--- config.mk ---
export PLATFORM = sky130hd
export DESIGN_NAME = partition_sweep_ctrl
export DESIGN_NICKNAME = d
export VERILOG_FILES = /design/src/rtl/partition_sweep_ctrl.sv
export SDC_FILE = /design/constraint.sdc
export NUM_CORES = 1
export LEC_CHECK = 0
export ABC_AREA = 1
export ABC_CLOCK_PERIOD_IN_PS = 5100
export BUFFER_PORTS_ARGS = -buffer_cell sky130_fd_sc_hd__buf_2
export CORE_ASPECT_RATIO = 1.4
export CORE_MARGIN = 2
export CORE_UTILIZATION = 30
export CTS_BUF_LIST = sky130_fd_sc_hd__clkbuf_16
export DETAILED_ROUTE_END_ITERATION = 16
export HOLD_SLACK_MARGIN = 0.08
export SYNTH_ARGS = -nofsm -noshare
export SYNTH_HDL_FRONTEND = slang
export SYNTH_SLANG_ARGS = --single-unit
--- constraint.sdc ---
create_clock -name clk -period 5.1 [get_ports clk]
set_clock_uncertainty 0.05 [all_clocks]
set_input_delay 1.02 -clock clk [delete_from_list [all_inputs] [get_ports clk]]
set_output_delay 1.02 -clock clk [all_outputs]
set_load 0.02 [all_outputs]
--- src/rtl/partition_sweep_ctrl.sv ---
// Exhaustive input sweep of a partition that compares the exact and approximate
// instance outputs, accumulating error count, Hamming sum and maximum absolute error.
module partition_sweep_ctrl #(
    parameter int unsigned NI     = 7,
    parameter int unsigned NO     = 4,
    parameter int unsigned SETTLE = 1
) (
    input  logic                          clk,
    input  logic                          rst_n,
    input  logic                          start,
    input  logic                          abort,
    output logic [NI-1:0]                 pi,
    input  logic [NO-1:0]                 po_exact,
    input  logic [NO-1:0]                 po_approx,
    output logic                          busy,
    output logic                          done,
    output logic                          result_valid,
    output logic [NI:0]                   err_cnt,
    output logic [NI+$clog2(NO+1)-1:0]    ham_sum,
    output logic [NO-1:0]                 max_abs_err
);

    localparam int unsigned EW = NI + 1;
    localparam int unsigned PW = $clog2(NO + 1);
    localparam int unsigned HW = NI + PW;
    localparam int unsigned CW = 4;
    localparam logic [CW-1:0] SETTLE_LAST = CW'((SETTLE > 0) ? SETTLE - 1 : 0);
    localparam logic [NI-1:0] PI_LAST     = '1;

    typedef enum logic [1:0] {
        S_IDLE   = 2'd0,
        S_SETTLE = 2'd1,
        S_SAMPLE = 2'd2,
        S_DONE   = 2'd3
    } state_t;

    // With no settle time each new pattern is sampled immediately.
    localparam state_t PAT_STATE = (SETTLE > 0) ? S_SETTLE : S_SAMPLE;

    state_t          state;
    state_t          state_nxt;
    logic [CW-1:0]   settle_cnt;

    logic            accept_c;
    logic            abort_c;
    logic            acc_c;
    logic            hold_settle_c;
    logic            busy_nxt;
    logic            done_nxt;

    logic [NO-1:0]   diff_c;
    logic [PW-1:0]   pop_c;
    logic [NO-1:0]   abs_c;

    // State register
    always_ff @(posedge clk) begin
        if (!rst_n) begin
            state <= S_IDLE;
        end else begin
            state <= state_nxt;
        end
    end

    // Next-state logic
    always_comb begin
        state_nxt = state;
        unique case (state)
            S_IDLE: begin
                if (start && !abort) begin
                    state_nxt = PAT_STATE;
                end
            end
            S_SETTLE: begin
                if (abort) begin
                    state_nxt = S_IDLE;
                end else if (settle_cnt == SETTLE_LAST) begin
                    state_nxt = S_SAMPLE;
                end
            end
            S_SAMPLE: begin
                if (abort) begin
                    state_nxt = S_IDLE;
                end else if (pi == PI_LAST) begin
                    state_nxt = S_DONE;
                end else begin
                    state_nxt = PAT_STATE;
                end
            end
            S_DONE: begin
                state_nxt = S_IDLE;
            end
            default: begin
                state_nxt = S_IDLE;
            end
        endcase
    end

    // Control strobes and next values of the registered status outputs
    always_comb begin
        accept_c      = 1'b0;
        abort_c       = 1'b0;
        acc_c         = 1'b0;
        hold_settle_c = 1'b0;
        busy_nxt      = 1'b0;
        done_nxt      = 1'b0;
        if (state == S_IDLE) begin
            accept_c = start && !abort;
        end
        if ((state == S_SETTLE) || (state == S_SAMPLE)) begin
            abort_c = abort;
        end
        if ((state == S_SAMPLE) && !abort) begin
            acc_c = 1'b1;
        end
        if ((state == S_SETTLE) && (state_nxt == S_SETTLE)) begin
            hold_settle_c = 1'b1;
        end
        busy_nxt = (state_nxt == S_SETTLE) || (state_nxt == S_SAMPLE);
        done_nxt = (state_nxt == S_DONE);
    end

    // Per-pattern comparison metrics
    always_comb begin
        diff_c = po_exact ^ po_approx;
        pop_c  = '0;
        for (int i = 0; i < int'(NO); i++) begin
            pop_c = pop_c + PW'(diff_c[i]);
        end
        abs_c = (po_exact >= po_approx) ? (po_exact - po_approx) : (po_approx - po_exact);
    end

    // Pattern counter, accumulators and status registers
    always_ff @(posedge clk) begin
        if (!rst_n) begin
            pi           <= '0;
            busy         <= 1'b0;
            done         <= 1'b0;
            result_valid <= 1'b0;
            err_cnt      <= '0;
            ham_sum      <= '0;
            max_abs_err  <= '0;
            settle_cnt   <= '0;
        end else begin
            busy       <= busy_nxt;
            done       <= done_nxt;
            settle_cnt <= hold_settle_c ? settle_cnt + CW'(1) : '0;
            if (accept_c) begin
                pi           <= '0;
                err_cnt      <= '0;
                ham_sum      <= '0;
                max_abs_err  <= '0;
                result_valid <= 1'b0;
            end
            if (abort_c) begin
                pi           <= '0;
                result_valid <= 1'b0;
            end
            if (acc_c) begin
                err_cnt <= err_cnt + EW'(|diff_c);
                ham_sum <= ham_sum + HW'(pop_c);
                if (abs_c > max_abs_err) begin
                    max_abs_err <= abs_c;
                end
                // The last pattern leaves pi at all-ones for the DONE cycle.
                if (pi == PI_LAST) begin
                    result_valid <= 1'b1;
                end else begin
                    pi <= pi + NI'(1);
                end
            end
            if (state == S_DONE) begin
                pi <= '0;
            end
        end
    end

endmodule

==> results.tsv <==
stage	metric	value	unit
run_status	outcome	finished clean	
job	max_cap_viol_count	0	
placed_design	io_buffers	43	
clock_network	cts_root_buf	clkbuf_16	
drt	postRouteAntennaNets	0	
clock_network	postCtsResizedCells	0	
power	internal-power	661	uW
final_layout	area_growth	19.6	%
placed_design	dpl.hpwl	4600	um
worst_setup_path	cp.required	5.26	ns
final_layout	diodes	0	
worst_hold_path	min-delay-start	settle_cnt[0]$_SDFF_PN0_	
clock_network	clk_latency	0.29	ns
die	pin_count	44	
clock_network	cts_buffer_depth	2	
synth	synth_edf_count	0	
sta	relSlewSlack	73.5	%
power	leakagePower	1.49	nW
worst_setup_path	r2r_end	ham_sum[6]$_SDFFE_PN0P_	
die	dieArea	9180	um^2
global_route	grt_pass1_wl	10200	um
drt	drt_pass1_iterations	4	
synth	netlist_instances	365	
global_route	grt_overflow_total	0	
power	switching_share	29.5	%
drt	totalWireLength	5920	um
worst_hold_path	hold_path.class	reg -> reg	
final_layout	layout-drive-gt1-share	17.1	%
worst_setup_path	slowest_stage	fa_1	
worst_setup_path	cp-start-kind	primary input	
worst_setup_path	max_stage_delay	0.53	ns
global_route	grt_max_degree	19	
worst_setup_path	path_cells	buf_2 > inv_1 > ha_1 > fa_1 > inv_1 > fa_1 > fa_1 > nand3_1 > nor2_1 > nand2_1 > nand2_1 > a211oi_1	
worst_setup_path	cpMostUsedCell	fa_1	
synth	synth_top_area_share	30.1	%
synth	synthFlopType	dfxtp_1	
power	fin_total_pwr	937	uW
global_route	grt_pass1_vias	2318	
worst_setup_path	r2r_setup_slack	2.68	ns
clock_network	cts_tree	built	
synth	ys_seq_area_share	30.1	%
worst_setup_path	arrival	3.46	ns
final_layout	layout_common_cells	91 x nand2_1, 60 x inv_1, 43 x buf_2, 38 x dfxtp_1, 37 x nor2_1	
final_layout	nFillCells	855	
clock_network	post_cts_buffers	0	
global_route	gr-usage-all-layers	14.0	%
final_layout	nets	450	
sta	fmax	303	MHz
clock_network	clk_pin_slew	0.06	ns
synth	ys_types	33	
clock_network	numCtsBuffers	5	
power	power_frac_clock	44.0	%
synth	synth.cell_area	2530	um^2
die	coreArea	8150	um^2
drt	vias	2387	
die	die_h	113	um
synth	synth_area_leaders	dfxtp_1 30%, nand2_1 14%, ha_1 12%, inv_1 8.9%, a21oi_1 5.5%	
die	placementRows	39	
drt	drt_iter0_markers	140	
worst_setup_path	reg2regPathDepth	10	
synth	ys_seq_elements	38	
worst_hold_path	worst_hold_path.endpoint	settle_cnt[0]$_SDFF_PN0_	
placed_design	gp_congestion	0.845	
synth	async_reset_ff_share	0	%
drt	wl_per_cell	11.6	um
sta	grt_setup_unrepaired	false	
power	p_per_area	310	nW/um^2
clock_network	htree_levels	2	
drt	drc	0	
synth	synth.avg_cell_area	6.92	um^2
power	p_sw	276	uW
sta	hold_violations	0	
clock_network	cts_hold_buf	0	
sta	tns	0	ns
worst_setup_path	crit_fanout	10	
worst_setup_path	cp-end-kind	flip-flop	
worst_setup_path	worstSetupPathType	in -> reg	
die	fp.dieW	81.6	um
sta	worst_slew_pin_slew	0.396	ns
worst_setup_path	r2r-start	ham_sum[0]$_SDFFE_PN0P_	
synth	synth_top_cell_by_area	dfxtp_1	
final_layout	mostFrequentLayoutCell	nand2_1	
drt	avgViaCountPerCell	4.66	
global_route	antenna_found_initial	0	
synth	yosysWarnings	0	
sta	setup_viol	0	
power	max-vdd-ir-drop	0.150	mV
synth	syn-num-nets	406	
power	p_comb_share	21.9	%
sta	fin_crit_sh	64.8	%
power	seqPwrFrac	34.1	%
sta	drv_slew	0	
clock_network	cts_sinks	38	
worst_hold_path	min_path_cells	1	
die	initial_core_util	31.0	%
sta	min_period	3.30	ns
critical path, delay by kind of cell:
family,cells,cell delay (ns)
AO/OA/AOI/OAI,1,0.18
adder cells (fa/ha/maj),4,1.77
buffers and inverters,3,0.18
AND/OR/NAND/NOR,4,0.30
worst max path at each step:
stage,startpoint,end,slack [ns],depth (start not counted)
finish,po_exact[2],ham_sum[6]$_SDFFE_PN0P_,1.80,12
global route,po_exact[2],ham_sum[8]$_SDFFE_PN0P_,1.55,12
CTS,po_exact[2],ham_sum[6]$_SDFFE_PN0P_,1.77,12
detailed placement,po_exact[2],ham_sum[6]$_SDFFE_PN0P_,1.45,12
global placement,po_exact[2],ham_sum[6]$_SDFFE_PN0P_,1.51,12
floorplan,po_exact[0],ham_sum[6]$_SDFFE_PN0P_,1.81,11
synth_stat cells, types with 3 or more instances:
master,instances
nand2_1,91
inv_1,60
dfxtp_1,38
nor2_1,37
a21oi_1,28
ha_1,24
nand3_1,22
o21ai_0,14
nor3_1,8
fa_1,5
inv_2,4
nor2_2,4
nand4_1,3
o21bai_1,3
metal layers:
layer | up-vias | global-route usage, % | wire [um]
li1 | 1234 | - | -
met3 | 8 | 2.01 | 223
met2 | 46 | 25.7 | 3080
met4 | 0 | 5.20 | 116
met1 | 1099 | 15.9 | 2510
met5 | - | 0 | 0
state kept, by name, summed over array words and instances, names as in the netlist, 2 cells and up:
name,flops
ham_sum,10
state,2
pi,7
max_abs_err,4
err_cnt,8
settle_cnt,4
area by class of cell:
| type | count | area (um^2) | share of cell area [%] |
|---|---|---|---|
| clock inverters | 3 | 68.8 | 2.28 |
| inverters | 64 | 240 | 7.95 |
| clock buffers | 5 | 125 | 4.14 |
| well taps | 102 | 128 | 4.23 |
| multi-input cells | 257 | 1480 | 49.1 |
| repair buffers | 43 | 215 | 7.13 |
| flip-flops and latches | 38 | 761 | 25.2 |
power groups by stage:
stage,combinational (mW),clock (mW),sequential (mW)
2_1_floorplan,0.146,0,0.335
3_3_place_gp,0.201,0,0.325
3_5_place_dp,0.206,0,0.326
4_1_cts,0.209,0.422,0.319
5_1_grt,0.238,0.429,0.321
6_report,0.206,0.412,0.319
per-stage QoR:
| stage | hold WS [ns] | cell area (um^2) | worst slack, ns | utilization (%) | std cells |
|---|---|---|---|---|---|
| floorplan | 0.380 | 2530 | 1.81 | - | 365 |
| global placement | 0.396 | 2830 | 1.51 | 34.7 | 504 |
| detailed placement | 0.413 | 2830 | 1.45 | 34.7 | 504 |
| CTS | 0.421 | 3020 | 1.77 | 37.1 | 512 |
| global route | 0.446 | 3020 | 1.55 | 37.1 | 512 |
| finish | 0.416 | 3020 | 1.80 | 37.1 | 512 |
cell families (layout without fill, tap and decap cells):
kind of cell               after synthesis  count (layout)  share of synthesized area (%)
AOI/OAI and AO/OA                       51              51                           11.2
xor gates and xnor gates                 3               3                           1.04
adders and majority gates               29              29                           15.8
buffers and inverters                   70             115                           11.2
DFF                                     38              38                           30.1
and+or+nand+nor                        174             174                           30.6
Note: power is estimated with default switching activity, not from simulation.
